[src/rtl/gw2a_ddr3_rdlvl_pkg.sv]
// rtl/gw2a_ddr3_rdlvl_pkg.sv - shared ddr3 PHY constants for DQS read levelling
// FSM encoding, default training pattern, DQS direction codes and centre arithmetic.
package gw2a_ddr3_rdlvl_pkg;

  localparam logic [3:0] ST_IDLE   = 4'd0;
  localparam logic [3:0] ST_LOAD   = 4'd1;
  localparam logic [3:0] ST_REQ    = 4'd2;
  localparam logic [3:0] ST_WAIT   = 4'd3;
  localparam logic [3:0] ST_CHECK  = 4'd4;
  localparam logic [3:0] ST_MOVE   = 4'd5;
  localparam logic [3:0] ST_SETTLE = 4'd6;
  localparam logic [3:0] ST_CENTER = 4'd7;
  localparam logic [3:0] ST_NEXT   = 4'd8;
  localparam logic [3:0] ST_DONE   = 4'd9;
  localparam logic [3:0] ST_FAIL   = 4'd10;

  localparam logic [31:0] RDLVL_PATTERN = 32'h55AA_55AA;

  localparam logic DQS_DIR_INC = 1'b0;
  localparam logic DQS_DIR_DEC = 1'b1;

  // Midpoint of the passing window, truncated toward the first passing step.
  function automatic logic [7:0] rdlvl_centre(input logic [7:0] first, input logic [7:0] last);
    logic [7:0] span;
    span = last - first;
    return first + (span >> 1);
  endfunction

endpackage

[src/rtl/gw2a_ddr3_rdlvl_if.sv]
// rtl/gw2a_ddr3_rdlvl_if.sv - pattern-read handshake and DQS delay control bundle
// master = levelling controller, slave = PHY / read datapath.
interface gw2a_ddr3_rdlvl_if #(
  parameter int LANES = 2,
  parameter int WIDTH = 32
);
  logic                     rd_req;
  logic                     rd_ack;
  logic                     rd_valid;
  logic [WIDTH*LANES-1:0]   rd_data;
  logic [LANES-1:0]         dqs_rloadn;
  logic [LANES-1:0]         dqs_rmove;
  logic                     dqs_rdir;

  modport master (
    output rd_req, dqs_rloadn, dqs_rmove, dqs_rdir,
    input  rd_ack, rd_valid, rd_data
  );

  modport slave (
    input  rd_req, dqs_rloadn, dqs_rmove, dqs_rdir,
    output rd_ack, rd_valid, rd_data
  );
endinterface

[src/rtl/gw2a_ddr3_rdlvl.sv]
// rtl/gw2a_ddr3_rdlvl.sv - per-lane DQS read-delay sweep and centring
// Sweeps each lane's delay upward, finds the passing window, then backs off to its centre.
module gw2a_ddr3_rdlvl
  import gw2a_ddr3_rdlvl_pkg::*;
#(
  parameter int          LANES     = 2,
  parameter int          WIDTH     = 32,
  parameter logic [31:0] PATTERN   = RDLVL_PATTERN,
  parameter int          MAX_STEPS = 128,
  parameter int          SETTLE    = 8,
  parameter int          TIMEOUT   = 255
) (
  input  logic                 clock,
  input  logic                 reset_n,
  input  logic                 start,
  output logic                 busy,
  output logic                 done,
  output logic                 fail,
  output logic [8*LANES-1:0]   tap_out,
  gw2a_ddr3_rdlvl_if.master    phy
);

  localparam int          LW           = (LANES > 1) ? $clog2(LANES) : 1;
  localparam logic [7:0]  STEP_LAST    = 8'(MAX_STEPS - 1);
  localparam logic [15:0] SETTLE_LAST  = 16'(SETTLE - 1);
  localparam logic [15:0] TIMEOUT_LAST = 16'(TIMEOUT - 1);
  localparam logic [WIDTH-1:0] PAT_W   = WIDTH'(PATTERN);

  logic [3:0]         state_q, state_d;
  logic [LW-1:0]      lane_q, lane_d;
  logic [7:0]         step_q, step_d, first_q, first_d, last_q, last_d;
  logic               seen_q, seen_d, centring_q, centring_d;
  logic [15:0]        cnt_q, cnt_d;
  logic [WIDTH-1:0]   data_q, data_d;
  logic               busy_q, busy_d, done_q, done_d, fail_q, fail_d;
  logic [8*LANES-1:0] tap_q, tap_d;

  logic [7:0]         centre;
  logic               pass;
  logic [LANES-1:0]   lane_oh;

  assign centre  = rdlvl_centre(first_q, last_q);
  assign pass    = (data_q == PAT_W);
  assign lane_oh = LANES'(1) << lane_q;

  always_comb begin
    state_d    = state_q;
    lane_d     = lane_q;
    step_d     = step_q;
    first_d    = first_q;
    last_d     = last_q;
    seen_d     = seen_q;
    centring_d = centring_q;
    cnt_d      = cnt_q;
    data_d     = data_q;
    busy_d     = busy_q;
    done_d     = done_q;
    fail_d     = fail_q;
    tap_d      = tap_q;
    case (state_q)
      ST_IDLE: if (start) begin
        busy_d  = 1'b1;
        done_d  = 1'b0;
        fail_d  = 1'b0;
        lane_d  = '0;
        state_d = ST_LOAD;
      end
      ST_LOAD: begin
        step_d     = '0;
        seen_d     = 1'b0;
        centring_d = 1'b0;
        cnt_d      = '0;
        state_d    = ST_SETTLE;
      end
      ST_SETTLE: begin
        if (cnt_q == SETTLE_LAST) begin
          cnt_d   = '0;
          state_d = centring_q ? ST_CENTER : ST_REQ;
        end else begin
          cnt_d = cnt_q + 16'd1;
        end
      end
      ST_REQ: if (phy.rd_ack) begin
        cnt_d   = '0;
        state_d = ST_WAIT;
      end
      ST_WAIT: begin
        if (phy.rd_valid) begin
          data_d  = phy.rd_data[int'(lane_q)*WIDTH +: WIDTH];
          state_d = ST_CHECK;
        end else if (cnt_q == TIMEOUT_LAST) begin
          state_d = ST_FAIL;
        end else begin
          cnt_d = cnt_q + 16'd1;
        end
      end
      ST_CHECK: begin
        if (pass) begin
          seen_d = 1'b1;
          last_d = step_q;
          if (!seen_q) first_d = step_q;
        end
        // The window is closed by the first failing step after any pass.
        if (!pass && seen_q) begin
          centring_d = 1'b1;
          state_d    = ST_CENTER;
        end else if (step_q == STEP_LAST) begin
          if (pass || seen_q) begin
            centring_d = 1'b1;
            state_d    = ST_CENTER;
          end else begin
            state_d = ST_FAIL;
          end
        end else begin
          state_d = ST_MOVE;
        end
      end
      ST_MOVE: begin
        step_d  = centring_q ? step_q - 8'd1 : step_q + 8'd1;
        cnt_d   = '0;
        state_d = ST_SETTLE;
      end
      ST_CENTER: begin
        if (step_q == centre) begin
          tap_d[int'(lane_q)*8 +: 8] = centre;
          state_d = ST_NEXT;
        end else begin
          state_d = ST_MOVE;
        end
      end
      ST_NEXT: begin
        centring_d = 1'b0;
        if (lane_q == LW'(LANES - 1)) begin
          state_d = ST_DONE;
        end else begin
          lane_d  = lane_q + LW'(1);
          state_d = ST_LOAD;
        end
      end
      ST_DONE: begin
        done_d  = 1'b1;
        busy_d  = 1'b0;
        state_d = ST_IDLE;
      end
      ST_FAIL: begin
        fail_d     = 1'b1;
        busy_d     = 1'b0;
        centring_d = 1'b0;
        state_d    = ST_IDLE;
      end
      default: state_d = ST_IDLE;
    endcase
  end

  always_ff @(posedge clock or negedge reset_n) begin
    if (!reset_n) begin
      state_q    <= ST_IDLE;
      lane_q     <= '0;
      step_q     <= '0;
      first_q    <= '0;
      last_q     <= '0;
      seen_q     <= 1'b0;
      centring_q <= 1'b0;
      cnt_q      <= '0;
      data_q     <= '0;
      busy_q     <= 1'b0;
      done_q     <= 1'b0;
      fail_q     <= 1'b0;
      tap_q      <= '0;
    end else begin
      state_q    <= state_d;
      lane_q     <= lane_d;
      step_q     <= step_d;
      first_q    <= first_d;
      last_q     <= last_d;
      seen_q     <= seen_d;
      centring_q <= centring_d;
      cnt_q      <= cnt_d;
      data_q     <= data_d;
      busy_q     <= busy_d;
      done_q     <= done_d;
      fail_q     <= fail_d;
      tap_q      <= tap_d;
    end
  end

  // Strobes decode straight from state so an async reset cannot leave a pulse behind.
  assign phy.rd_req     = (state_q == ST_REQ);
  assign phy.dqs_rloadn = (state_q == ST_LOAD) ? ~lane_oh : '1;
  assign phy.dqs_rmove  = (state_q == ST_MOVE) ? lane_oh : '0;
  assign phy.dqs_rdir   = centring_q ? DQS_DIR_DEC : DQS_DIR_INC;

  assign busy    = busy_q;
  assign done    = done_q;
  assign fail    = fail_q;
  assign tap_out = tap_q;

endmodule

[src/flat_wrapper.sv]
// flat-port wrapper written by rule: the top's interface ports become plain ports
module gw2a_ddr3_rdlvl_flat import gw2a_ddr3_rdlvl_pkg::*;
#(
  parameter int          LANES     = 2,
  parameter int          WIDTH     = 32,
  parameter logic [31:0] PATTERN   = RDLVL_PATTERN,
  parameter int          MAX_STEPS = 128,
  parameter int          SETTLE    = 8,
  parameter int          TIMEOUT   = 255
)
  (clock, reset_n, start, busy, done, fail, tap_out, phy_rd_req, phy_dqs_rloadn, phy_dqs_rmove, phy_dqs_rdir, phy_rd_ack, phy_rd_valid, phy_rd_data);
  gw2a_ddr3_rdlvl_if #(.LANES(LANES), .WIDTH(WIDTH)) phy_i ();
  input  logic clock;
  input  logic reset_n;
  input  logic start;
  output logic busy;
  output logic done;
  output logic fail;
  output logic [8*LANES-1:0] tap_out;
  output wire logic [$bits(phy_i.rd_req)-1:0] phy_rd_req;
  output wire logic [$bits(phy_i.dqs_rloadn)-1:0] phy_dqs_rloadn;
  output wire logic [$bits(phy_i.dqs_rmove)-1:0] phy_dqs_rmove;
  output wire logic [$bits(phy_i.dqs_rdir)-1:0] phy_dqs_rdir;
  input wire logic [$bits(phy_i.rd_ack)-1:0] phy_rd_ack;
  input wire logic [$bits(phy_i.rd_valid)-1:0] phy_rd_valid;
  input wire logic [$bits(phy_i.rd_data)-1:0] phy_rd_data;
  assign phy_rd_req = phy_i.rd_req;
  assign phy_dqs_rloadn = phy_i.dqs_rloadn;
  assign phy_dqs_rmove = phy_i.dqs_rmove;
  assign phy_dqs_rdir = phy_i.dqs_rdir;
  assign phy_i.rd_ack = phy_rd_ack;
  assign phy_i.rd_valid = phy_rd_valid;
  assign phy_i.rd_data = phy_rd_data;
  gw2a_ddr3_rdlvl #(.LANES(LANES), .WIDTH(WIDTH), .PATTERN(PATTERN), .MAX_STEPS(MAX_STEPS), .SETTLE(SETTLE), .TIMEOUT(TIMEOUT)) u_core (.clock(clock), .reset_n(reset_n), .start(start), .busy(busy), .done(done), .fail(fail), .tap_out(tap_out), .phy(phy_i));
endmodule
[config.mk]
export PLATFORM = sky130hd
export DESIGN_NAME = gw2a_ddr3_rdlvl_flat
export DESIGN_NICKNAME = d
export VERILOG_FILES = /design/src/rtl/gw2a_ddr3_rdlvl_pkg.sv /design/src/rtl/gw2a_ddr3_rdlvl_if.sv /design/src/rtl/gw2a_ddr3_rdlvl.sv /design/src/flat_wrapper.sv
export SDC_FILE = /design/constraint.sdc
export NUM_CORES = 1
export LEC_CHECK = 0
export CAP_MARGIN = 0
export CORE_ASPECT_RATIO = 1.4
export CORE_MARGIN = 2
export CORE_UTILIZATION = 60
export CTS_BUF_LIST = sky130_fd_sc_hd__clkbuf_8
export CTS_CLUSTER_SIZE = 24
export DETAILED_ROUTE_END_ITERATION = 8
export GPL_ROUTABILITY_DRIVEN = 1
export PLACE_DENSITY = 0.89
export RECOVER_POWER = 100
export SYNTH_ARGS = -nofsm -noshare
export SYNTH_HDL_FRONTEND = slang
export SYNTH_SLANG_ARGS = --single-unit
[constraint.sdc]
create_clock -name clock -period 10.8 [get_ports clock]
set_clock_uncertainty 0.15 [all_clocks]
set_input_delay 2.16 -clock clock [delete_from_list [all_inputs] [get_ports clock]]
set_output_delay 2.16 -clock clock [all_outputs]
set_load 0.01 [all_outputs]
==> metrics.md, run 1 <==
| Metric | Value |
|---|---|
| Status | finished, violations left |
| Violated checks | capacitance limit, slew limit |
| H-tree Lvls | 3 |
| Relative slew slack | -100% |
| Setup Buffers After CTS | 0 |
| Placed cell areas | 0.00672 mm² |
| Fill count | 680 |
| Via density | 6.08 |
| Die area | 0.0103 mm² |
| Tightest Pin Transition | 3.01 ns |
| Fin Setup TNS | 0 ns |
| Worst path top cell family by delay | buffers and inverters |
| Mapped Avg Cell Area | 9.80 µm² |
| Design Area, Final | 0.00686 mm² |
| CTS Hold Bufs | 0 |
| # rows | 42 |
| RSZ-0062 raised after global routing | no |
| Leak | 3.14 nW |
| Diode count | 0 |
| Routability cong. | 0.929 |
| Multi-input gate area | 0.00307 mm² |
| Final core occ | 73.4% |
| Clock edge transition at the registers on the reported setup and hold paths | 0.09 ns |
| Minimum setup slack among reg-to-reg paths | 5.27 ns |
| Power density over the cells | 165 mW/mm² |
| Slowest cell on the critical path | clkbuf_1 |
| Final Cycle Share | 60.0% |
| Post-Syn Area | 0.00571 mm² |
| Fmax | 154 MHz |
| Crit start category | input port |
| Layout cells sized above 1 | 6.71% |
| Worst setup path class | in -> async |
| Final count of pins violating max slew | 186 |
| Placed Cells | 765 |
| Most common library cell in the layout ignoring fill and taps | dfrtp_1 |
| DRT antenna net count | 0 |
| Min-delay worst type | reg -> reg |
| Most frequent cells in the layout | dfrtp_1 (97), nand2_1 (73), clkdlybuf4s50_1 (65) |
| Synth top area share | 42.9% |
| Max-Cap Viols | 5 |
| DR WL/cell | 17.2 µm |
| Cells after synthesis | 583 |
| Clock latency on the worst-skew pair | 0.37 ns |
| Synthesized flop and latch total | 98 |
| Inserted Clock Buffers | 9 |
| Final std cells w/o fill | 781 |
| DRC viols | 0 |
| Dominant cell type by area after synthesis | dfrtp_1 |
| Top_reg_cell synth | dfrtp_1 |
| Critical Path AT | 5.93 ns |
| Post_cts resized | 0 |
| Initial Utilization | 61.1% |
| Vias in the first global route | 4880 |
| Crit-path max FO | 59 |
| Die Span Y | 119 µm |
| # setup viols final | 0 |
| PortBufs | 93 |
| Post-synth ARST share | 100% |
| CTS tree | built |
| WL final | 13400 µm |
| Distinct cells, synth | 54 |
| Minimum clock period | 6.48 ns |
| Initial antenna violation count | 0 |
| Final hold vios | 0 |
| Synth warn | 0 |
| Nets@finish | 760 |
| TritonRoute pass-1 iters | 6 |
| CP Data Required Time | 10.25 ns |
| Seq/Total Area, Yosys | 42.9% |
| CORE AREA | 0.00935 mm² |
| Post-synth net total | 677 |
| DRT iter0 DRCs | 269 |
| Area growth, synth to finish | 20.1% |
| Clk sinks | 98 |
| Critical path cell sequence | clkbuf_1, clkbuf_1 |
| DP HPWL | 9990 µm |
| EDFF count, synth | 0 |
| Buf/Inv on CP | 2 |
| Die X | 86.5 µm |
| Kind of end point of the critical path | asynchronous set/reset pin |
| First-pass GRT wire length | 22700 µm |
| CTS Buffer Depth | 2 |
| All-Layer GR Usage | 27.9% |
| Root Buffer | clkbuf_8 |
| Top cell by count, worst path | clkbuf_1 |
| # IOs | 94 |
| Max VDD drop | 0.113 mV |
| Area contributors post-synth | dfrtp_1 (43%), mux2i_1 (5.6%), o21ai_0 (5.3%) |
| Total number of vias | 4751 |
| Congestion Overflow GR | 0 |
| Pin count of the biggest net entering global routing | 67 |
| Sequential cell area | 0.00245 mm² |
| Largest stage delay on the critical path | 2.23 ns |
==> cell families after synthesis <==
| family | share of synthesized area, % |
|---|---|
| xor+xnor | 6.64 |
| flops | 42.9 |
| compound gates | 12.5 |
| buf+inv | 2.85 |
| simple gates | 18.5 |
| fa+ha+maj | 5.87 |
| mux | 10.7 |
==> per-stage QoR <==
stage / setup slack [ns] / total power [W] / hold WS, ns
global route: 3.20 / 0.00121 / 0.366
finish: 4.32 / 0.00114 / 0.335
detailed placement: 5.97 / 0.000907 / 0.321
floorplan: 6.46 / 0.000778 / 0.291
CTS: 5.93 / 0.00114 / 0.343
global placement: 6.19 / 0.000880 / 0.305
==> final timing paths <==
kind,start,to,cells past startpoint
max,reset_n,u_core.lane_q,2
min,u_core.data_q[3],u_core.data_q[3],2
max reg2reg,u_core.first_q[1],u_core.tap_out[9],15
min reg2reg,u_core.data_q[3],u_core.data_q[3],2
max in group clock,u_core.first_q[1],u_core.tap_out[9],15
min in group asynchronous,reset_n,u_core.step_q[0],1
==> flip-flops by register name (all words and copies together) (netlist names) <==
name and flops:
u_core.busy 1, u_core.seen_q 1, u_core.tap_out 16, u_core.centring_q 1
u_core.done 1, u_core.lane_q 1, u_core.cnt_q 16, u_core.step_q 8
u_core.first_q 8, u_core.data_q 32, u_core.last_q 8, u_core.fail 1
u_core.state_q 4
==> synthesized netlist by cell type, types with 2 or more instances <==
library cell,count
a211o_1,2
a211oi_1,2
a21o_1,7
a21oi_1,17
a22o_1,2
a31oi_1,2
and2_1,4
and3_1,7
and4_1,5
buf_1,5
clkbuf_1,19
dfrtp_1,98
fa_1,3
ha_1,22
inv_1,18
mux2_2,26
mux2i_1,32
nand2_1,73
nand2b_1,6
nand3_1,13
nand4_1,4
nor2_1,35
nor2b_1,6
nor3_1,20
nor4_1,10
nor4bb_1,10
o211ai_1,4
o21a_1,4
o21ai_0,61
o21bai_1,2
o22ai_1,2
o2bb2ai_1,3
o31ai_1,2
or4_1,3
xnor2_1,27
xnor3_1,4
xor2_1,6
==> layout make-up <==
cell class,count,share of cell area (%)
flip-flops and latches,98,35.8
inverters,18,0.985
repair buffers,97,13.7
multi-input cells,442,44.7
well taps,110,2.01
clock buffers,9,1.80
clock inverters,7,1.00
==> layer usage <==
layer | vias to the layer above | part of all wire (%) | track usage (%)
met3 | 64 | 4.6 | 3.88
li1 | 2251 | - | -
met1 | 2270 | 37 | 32.2
met5 | - | 0 | 0
met2 | 166 | 53 | 49.6
met4 | 0 | 4.8 | 13.9
==> report_power, final <==
group          switching (W)  total, W  internal, W
clock network       0.000130  0.000236     0.000107
registers          0.0000730  0.000513     0.000440
logic               0.000221  0.000386     0.000166
No activity file was read; power rests on OpenSTA's default activity.
==> run 2: changes to the inputs <==
--- a/config.mk
+++ b/config.mk
@@ -8,12 +8,12 @@
 export CAP_MARGIN = 0
 export CORE_ASPECT_RATIO = 1.4
 export CORE_MARGIN = 2
-export CORE_UTILIZATION = 60
+export CORE_UTILIZATION = 56
 export CTS_BUF_LIST = sky130_fd_sc_hd__clkbuf_8
 export CTS_CLUSTER_SIZE = 24
 export DETAILED_ROUTE_END_ITERATION = 8
 export GPL_ROUTABILITY_DRIVEN = 1
-export PLACE_DENSITY = 0.89
+export PLACE_DENSITY = 0.84
 export RECOVER_POWER = 100
 export SYNTH_ARGS = -nofsm -noshare
 export SYNTH_HDL_FRONTEND = slang
==> constraint.sdc (replaced) <==
create_clock -name clock -period 6.2 [get_ports clock]
set_clock_uncertainty 0.15 [all_clocks]
set_input_delay 1.24 -clock clock [delete_from_list [all_inputs] [get_ports clock]]
set_output_delay 1.24 -clock clock [all_outputs]
set_load 0.01 [all_outputs]
==> run 2 against run 1 <==
Compared with the run above: sequential share of layout area down 0.21 points; hold slack worse by 0.0013 ns; the flow still finishes with violations (capacitance limit, slew limit); sequential cell count unchanged; global-route usage down 2.6 points; critical path type is now reg -> reg; register-to-register slack worse by 4.3 ns; cell count up 3.1%.
==> metrics.md, run 2 (synthesis results as in run 1) <==
| Metric | Value |
|---|---|
| Status | finished, violations left |
| Violated checks | capacitance limit, slew limit |
| All-Layer GR Usage | 25.3% |
| Worst path top cell family by delay | simple AND/OR/NAND/NOR gates |
| WL final | 13100 µm |
| Vias in the first global route | 4666 |
| Max VDD drop | 0.204 mV |
| Critical Path AT | 5.39 ns |
| Fill count | 781 |
| Grt met2 use | 45.3% |
| Initial antenna violation count | 0 |
| Critical path cell sequence | inv_1, ha_1, inv_1, o21bai_1, a21o_1, a21oi_1, o21a_1, o211ai_1, ha_1, xnor2_1, nor3_1, or4_1, or4_1, nor4b_2, mux2_2 |
| DR WL/cell | 16.3 µm |
| Largest stage delay on the critical path | 0.90 ns |
| Worst setup path class | reg -> reg |
| Total number of vias | 4668 |
| Diode count | 0 |
| # rows | 43 |
| Crit start category | flip-flop |
| GR peak layer | met2 |
| Layout cells sized above 1 | 7.01% |
| DRC viols | 0 |
| RSZ-0062 raised after global routing | no |
| Minimum clock period | 5.27 ns |
| CP Data Required Time | 6.32 ns |
| Fin Setup TNS | 0 ns |
| Setup Buffers After CTS | 0 |
| Max-Cap Viols | 2 |
| Most frequent cells in the layout | dfrtp_1 (97), nand2_1 (73), clkdlybuf4s50_1 (65) |
| CORE AREA | 0.00990 mm² |
| Pin count of the biggest net entering global routing | 73 |
| CTS tree | built |
| Kind of end point of the critical path | flip-flop |
| Post_cts resized | 0 |
| Relative slew slack | -44.0% |
| Crit-path max FO | 8 |
| Via density | 5.80 |
| Power density over the cells | 285 mW/mm² |
| Clock latency on the worst-skew pair | 0.38 ns |
| # setup viols final | 0 |
| Tightest Pin Transition | 2.16 ns |
| Routability cong. | 0.952 |
| Leak | 3.15 nW |
| First-pass GRT wire length | 21600 µm |
| Slowest cell on the critical path | nor4b_2 |
| Fmax | 190 MHz |
| Die Span Y | 124 µm |
| PortBufs | 93 |
| Max reg flops | 32 |
| Placed Cells | 789 |
| Final count of pins violating max slew | 140 |
| Final hold vios | 0 |
| Largest register by flop count | u_core.data_q |
| Area growth, synth to finish | 20.8% |
| Initial Utilization | 57.7% |
| Root Buffer | clkbuf_8 |
| Final Cycle Share | 85.0% |
| Clk sinks | 98 |
| Min-delay worst type | reg -> reg |
| Die X | 89.4 µm |
| DRT iter0 DRCs | 231 |
| Buf/Inv on CP | 2 |
| Most common library cell in the layout ignoring fill and taps | dfrtp_1 |
| H-tree Lvls | 3 |
| Congestion Overflow GR | 0 |
| TritonRoute pass-1 iters | 5 |
| M3 GR Usage | 5.27% |
| Clock edge transition at the registers on the reported setup and hold paths | 0.10 ns |
| Final std cells w/o fill | 805 |
| CTS Hold Bufs | 0 |
| DRT antenna net count | 0 |
| CTS Buffer Depth | 2 |
| # IOs | 94 |
| Die area | 0.0110 mm² |
| M1 GR Usage | 29.2% |
| Inserted Clock Buffers | 9 |
| DP HPWL | 9890 µm |
| Nets@finish | 759 |
[run 2: path summary, 6_finish.rpt]
path	slack, ns	to	cells past startpoint	from
max	0.93	u_core.tap_out[5]	15	u_core.first_q[1]
min in group asynchronous	1.02	u_core.first_q[6]	1	reset_n
min	0.33	u_core.data_q[3]	2	u_core.data_q[3]
max in group asynchronous	2.37	u_core.lane_q	2	reset_n
max reg2reg	0.93	u_core.tap_out[5]	15	u_core.first_q[1]
min reg2reg	0.33	u_core.data_q[3]	2	u_core.data_q[3]
[run 2: worst reg2reg max path: stages, from the launching register on]
cell,delay (ns)
dfrtp_1,0.46
inv_1,0.09
ha_1,0.28
inv_1,0.05
o21bai_1,0.09
a21o_1,0.22
a21oi_1,0.27
o21a_1,0.20
o211ai_1,0.11
ha_1,0.35
xnor2_1,0.34
nor3_1,0.09
or4_1,0.47
or4_1,0.67
nor4b_2,0.90
mux2_2,0.43
[run 2: through the flow]
stage | worst slack, ns | hold WS, ns | util, % | power, W | cell area [µm²]
finish | 0.931 | 0.334 | 69.7 | 0.00196 | 6900
global route | 0.658 | 0.370 | 69.7 | 0.00210 | 6900
CTS | 1.20 | 0.339 | 70.0 | 0.00198 | 6930
detailed placement | 1.28 | 0.317 | 68.1 | 0.00157 | 6740
global placement | 1.54 | 0.307 | 68.1 | 0.00154 | 6740
floorplan | 1.86 | 0.291 | - | 0.00136 | 5710
[run 2: metal layers]
metal	wire (µm)	up-vias
li1	-	2247
met1	5040	2251
met2	7130	135
met3	576	35
met4	356	0
met5	0	-
[run 2: power by group]
part	switching [W]	internal [W]	leakage, nW
logic	0.000374	0.000289	1.74
registers	0.000123	0.000766	1.31
clock network	0.000227	0.000187	0.107
total	0.000724	0.00124	3.15
[run 2: area by class of cell]
class | instances | area, µm² | share of cell area [%]
clock inverter | 7 | 68.8 | 0.997
clock buffer | 9 | 124 | 1.79
inverter | 18 | 67.6 | 0.979
tap | 135 | 169 | 2.45
sequential | 98 | 2450 | 35.5
multi-input combinational | 442 | 3080 | 44.6
timing repair buffer | 96 | 941 | 13.6
==> RTL change 1 (flow settings as in run 2) <==
`WIDTH` is set to 32 in 3 places; all go to 40.
--- a/src/rtl/gw2a_ddr3_rdlvl_if.sv
+++ b/src/rtl/gw2a_ddr3_rdlvl_if.sv
@@ -2,7 +2,7 @@
 // master = levelling controller, slave = PHY / read datapath.
 interface gw2a_ddr3_rdlvl_if #(
   parameter int LANES = 2,
-  parameter int WIDTH = 32
+  parameter int WIDTH = 40
 );
   logic                     rd_req;
   logic                     rd_ack;
--- a/src/rtl/gw2a_ddr3_rdlvl.sv
+++ b/src/rtl/gw2a_ddr3_rdlvl.sv
@@ -4,7 +4,7 @@
   import gw2a_ddr3_rdlvl_pkg::*;
 #(
   parameter int          LANES     = 2,
-  parameter int          WIDTH     = 32,
+  parameter int          WIDTH     = 40,
   parameter logic [31:0] PATTERN   = RDLVL_PATTERN,
   parameter int          MAX_STEPS = 128,
   parameter int          SETTLE    = 8,
--- a/src/flat_wrapper.sv
+++ b/src/flat_wrapper.sv
@@ -2,7 +2,7 @@
 module gw2a_ddr3_rdlvl_flat import gw2a_ddr3_rdlvl_pkg::*;
 #(
   parameter int          LANES     = 2,
-  parameter int          WIDTH     = 32,
+  parameter int          WIDTH     = 40,
   parameter logic [31:0] PATTERN   = RDLVL_PATTERN,
   parameter int          MAX_STEPS = 128,
   parameter int          SETTLE    = 8,
Interface: changed (resized phy_rd_data); port bits go from 94 to 110. The function was not compared with the original's and may differ.
==> RTL change 1 against run 2 <==
The run still ends with capacitance limit, slew limit left. First-iteration DRC count increased by 9.1%. Sequential share of layout area fell by 0.18 points. Power grew 0.33%. Routed wire length increased by 7.9%. Sequential cell count grew 8. Cell area up 8.7%. Critical path depth down 1. Synthesized area is 8.7% higher. Die area grew 8.3%. Count of clock-buffer cells in the layout rose by 1. Combinational power shrank 6.8%. Worst setup slack improved by 0.31 ns.
==> RTL change 1: results (changes against run 2) <==
Run status
  – Status: finished with violations (unchanged)
  – Failing checks: capacitance limit, slew limit (unchanged)

Hold path
  – Worst hold endpoint: u_core.data_q[28]$_DFFE_PN0P_ (was u_core.data_q[3]$_DFFE_PN0P_)
  – Critical hold path startpoint: u_core.data_q[28]$_DFFE_PN0P_ (was u_core.data_q[3]$_DFFE_PN0P_)

Placed design
  – Dpl cells: 851 (was 789)
  – Port-buffer cells: 109 (was 93)
  – Dpl cell area: 0.00737 mm2 (was 0.00674 mm2)
  – Dpl hpwl: 10.7 mm (was 9.89 mm)
  – RePlAce Congestion: 0.931 (was 0.952)

GRT
  – Vias in the first global route: 5,109 (was 4,666)
  – Largest net degree at the start of global routing: 82 (was 73)
  – Gr usage total: 25.1% (was 25.3%)

Critical path
  – Reg2reg path depth: 14 (was 15)
  – Slowest Stage Delay on Critical Path: 0.94 ns (was 0.90 ns)
  – Worst R2R End: u_core.tap_out[8]$_DFFE_PN0P_ (was u_core.tap_out[5]$_DFFE_PN0P_)
  – Slowest cell on crit path: a2111oi_2 (was nor4b_2)
  – Crit Path Max Fanout: 14 (was 8)

Power and ir drop
  – Peak supply drop: 0.161 mV (was 0.204 mV)

Routing
  – Vias/cell: 5.85 (was 5.80)
  – Drt wl/cell: 16.3 um (about the same)
  – Initial DRC count: 252 (was 231)
  – WL final: 14.1 mm (was 13.1 mm)

Timing
  – Slew Limit Fails: 191 (was 140)
  – Worst slew pin tran: 2.66 ns (was 2.16 ns)

Job
  – Max-cap violations: 3 (was 2)

Layout
  – Layout cells sized above 1: 7.45% (was 7.01%)
  – Fill count: 844 (was 781)
  – Layout Nets: 831 (was 759)
  – Max reg flops: 40 (was 32)

Synthesis
  – List of most frequent post-synthesis cells: 106 x dfrtp_1, 77 x nand2_1, 66 x o21ai_0, 41 x mux2i_1, 31 x nor2_1 (was 98 x dfrtp_1, 73 x nand2_1, 61 x o21ai_0, 35 x nor2_1, 32 x mux2i_1)
  – Syn_nets: 738 (was 677)
  – Post-Synthesis Cells: 628 (was 583)
  – Top cells by area, synth: dfrtp_1 43%, mux2i_1 6.6%, mux2_2 5.4%, o21ai_0 5.3%, nand2_1 4.7% (was dfrtp_1 43%, mux2i_1 5.6%, o21ai_0 5.3%, mux2_2 5.1%, ha_1 4.8%)

CTS
  – CTS Buf Count: 9 (unchanged)
RTL change 1: cell count changes after synthesis, moves of 4 or more:
cell / delta
and2_1: +7
buf_2: +4
dfrtp_1: +8
mux2_2: +4
mux2i_1: +9
nand2_1: +4
nand4_1: +10
nor2_1: -4
nor3_1: -9
nor4_1: -6
o21ai_0: +5
or3_1: +8
xnor2_1: -14
xor2_1: +9
RTL change 1: stage by stage:
stage | hold WS (ns) | util [%]
5_1_grt | 0.367 | 69.4
3_5_place_dp | 0.316 | 68.2
3_3_place_gp | 0.306 | 68.2
2_1_floorplan | 0.291 | -
4_1_cts | 0.337 | 69.8
6_report | 0.332 | 69.4
RTL change 1: power by group:
part	total [uW]	internal, uW	switching [uW]
clock	388	154	234
combinational	618	267	351
sequential	965	838	127
total	1970	1260	712
RTL change 1: cell type report:
cell class / instances / area share [%]
Timing Repair Buffer: 113 / 14.7
Clock inverter: 5 / 0.450
Inverter: 17 / 0.850
Multi-Input combinational cell: 474 / 44.4
Sequential cell: 106 / 35.4
Clock buffer: 10 / 1.83
Tap cell: 141 / 2.35
RTL change 1: worst max path at each step:
stage / from / endpoint / cells after the start
after CTS: u_core.first_q[1]$_DFFE_PN0P_ / u_core.tap_out[8]$_DFFE_PN0P_ / 14
final: u_core.first_q[1]$_DFFE_PN0P_ / u_core.tap_out[8]$_DFFE_PN0P_ / 14
after global routing: u_core.first_q[1]$_DFFE_PN0P_ / u_core.tap_out[8]$_DFFE_PN0P_ / 14
after detailed placement: u_core.first_q[0]$_DFFE_PN0P_ / u_core.tap_out[8]$_DFFE_PN0P_ / 15
after global placement: u_core.first_q[1]$_DFFE_PN0P_ / u_core.tap_out[15]$_DFFE_PN0P_ / 14
after floorplan: u_core.first_q[0]$_DFFE_PN0P_ / u_core.tap_out[0]$_DFFE_PN0P_ / 17
RTL change 1: metal layers:
layer,routed length [um],vias to the layer above,track usage [%]
li1,-,2444,-
met1,5700,2461,30.7
met2,7530,143,44.9
met3,641,21,4.16
met4,273,0,8.82
met5,0,-,0
RTL change 1: logic make-up after synthesis:
| family | after synthesis | share of synthesized area (%) |
|---|---|---|
| AOI/OAI and AO/OA | 137 | 14.2 |
| xor gates and xnor gates | 31 | 5.04 |
| adders and majority gates | 25 | 5.40 |
| buffers and inverters | 48 | 3.18 |
| DFF | 106 | 42.7 |
| muxes | 72 | 12.2 |
| and+or+nand+nor | 209 | 17.2 |
RTL change 1: worst min-delay path, stage by stage, from the launching register on:
cell and delay [ns]:
dfrtp_1 0.35, nand2_1 0.04, o21ai_0 0.06
==> RTL change 2 (config.mk and constraints of run 2) <==
Made on the original files. `data_q` no longer has a reset.
--- a/src/rtl/gw2a_ddr3_rdlvl.sv
+++ b/src/rtl/gw2a_ddr3_rdlvl.sv
@@ -162,7 +162,6 @@
       seen_q     <= 1'b0;
       centring_q <= 1'b0;
       cnt_q      <= '0;
-      data_q     <= '0;
       busy_q     <= 1'b0;
       done_q     <= 1'b0;
       fail_q     <= 1'b0;
@@ -176,7 +175,6 @@
       seen_q     <= seen_d;
       centring_q <= centring_d;
       cnt_q      <= cnt_d;
-      data_q     <= data_d;
       busy_q     <= busy_d;
       done_q     <= done_d;
       fail_q     <= fail_d;
@@ -184,6 +182,10 @@
     end
   end
 
+  always_ff @(posedge clock) begin
+    data_q <= data_d;
+  end
+
   // Strobes decode straight from state so an async reset cannot leave a pulse behind.
   assign phy.rd_req     = (state_q == ST_REQ);
   assign phy.dqs_rloadn = (state_q == ST_LOAD) ? ~lane_oh : '1;
Behaviour: no difference found for any inputs over 10 cycles, from zero or initial values and one cycle with reset_n low; that may be too few to reach the edited logic, so the function may still have changed.
==> RTL change 2 against run 2 <==
The run still ends with capacitance limit, slew limit left. Count of clock-buffer cells in the layout did not move. Worst setup slack improved by 0.32 ns. Synthesized area is 1.6% lower. Power shrank 15%. Critical path depth unchanged. Sequential power fell by 6.0%. Sequential cell count unchanged. Cell area fell by 1.9%. Routed wire length is 7.9% lower. Critical path type unchanged. Critical endpoint is now u_core.tap_out[11]$_DFFE_PN0P_.
==> RTL change 2: results (changes against run 2) <==
CTS
  – Clk Latency, worst-skew pair: 0.36 ns (was 0.38 ns)

Layout
  – ClkCell Share: 2.38% (was 2.79%)
  – Buffering overhead: 13.8% (was 13.6%)
  – Final Non-Filler Cells: 743 (was 805)
  – Multi-input combinational area share: 41.6% (was 44.6%)
  – Multi-input gates: 378 (was 442)
  – Layout Nets: 697 (was 759)
  – Fill count: 739 (was 781)

Synthesis
  – Post-Synthesis Cells: 514 (was 583)
  – Top cells by area, synth: dfrtp_1 29%, edfxtp_1 17%, mux2_2 10%, ha_1 4.9%, xnor2_1 3.9% (was dfrtp_1 43%, mux2i_1 5.6%, o21ai_0 5.3%, mux2_2 5.1%, ha_1 4.8%)
  – Seq/Total Area, Yosys: 46.5% (was 42.9%)
  – FFs w/ async S/R, synth: 67.3% (was 100%)

Run status
  – Failing checks: capacitance limit, slew limit (unchanged)
  – Status: finished with violations (unchanged)

Routing
  – Met3 WL: 728 um (was 576 um)
  – WL final: 12.1 mm (was 13.1 mm)
  – Routed wl met2: 6.31 mm (was 7.13 mm)
  – Vias/cell: 5.78 (was 5.80)
  – Post-Route M1 WL: 4.77 mm (was 5.04 mm)

GRT
  – Gr usage total: 23.7% (was 25.3%)
  – Vias in the first global route: 4,325 (was 4,666)
  – Largest net degree at the start of global routing: 67 (was 73)
  – Global-route wire length before repair: 20.0 mm (was 21.6 mm)

Critical path
  – Worst setup endpoint: u_core.tap_out[11]$_DFFE_PN0P_ (was u_core.tap_out[5]$_DFFE_PN0P_)
  – Crit Path Max Fanout: 9 (was 8)
  – Critical Path AT: 5.04 ns (was 5.39 ns)

Timing
  – FMAX: 202 MHz (was 190 MHz)
  – Slew HR: -132% (was -44.0%)
  – Slew Limit Fails: 100 (was 140)

Power and ir drop
  – Power Combinational: 483 uW (was 663 uW)
  – Total sequential power: 836 uW (was 889 uW)

Placed design
  – RePlAce Congestion: 0.869 (was 0.952)

Hold path
  – Critical hold path startpoint: u_core.tap_out[10]$_DFFE_PN0P_ (was u_core.data_q[3]$_DFFE_PN0P_)
  – Worst hold endpoint: u_core.tap_out[10]$_DFFE_PN0P_ (was u_core.data_q[3]$_DFFE_PN0P_)

Job
  – Max-cap violations: 2 (unchanged)
RTL change 2: logic make-up after synthesis:
kind of cell,Yosys count,share of synthesized area (%)
adder cells (fa/ha/maj),25,5.97
XOR/XNOR,37,6.26
buffers and inverters,38,2.80
multiplexers,61,12.7
AO/OA/AOI/OAI,83,9.46
flip-flops,98,46.5
AND/OR/NAND/NOR,172,16.3
RTL change 2: through the flow:
step                      util, %  power (uW)  hold slack [ns]
after CTS                    69.2        1690            0.373
after detailed placement     67.6        1330            0.351
after floorplan                 -        1170            0.330
after global routing         68.8        1770            0.382
after global placement       67.6        1320            0.342
final                        68.8        1680            0.345
RTL change 2: worst max-delay path: stages (launching register included):
cell	delay (ns)
dfrtp_1	0.39
nor2b_1	0.16
fa_1	0.41
nor2b_1	0.12
o21ai_0	0.08
nand2b_1	0.12
a21o_1	0.13
a21oi_1	0.07
xnor2_1	0.13
ha_1	0.39
a21o_1	0.22
a211o_1	0.28
or3_1	0.36
or4_1	0.65
or4_1	0.78
mux2_1	0.40
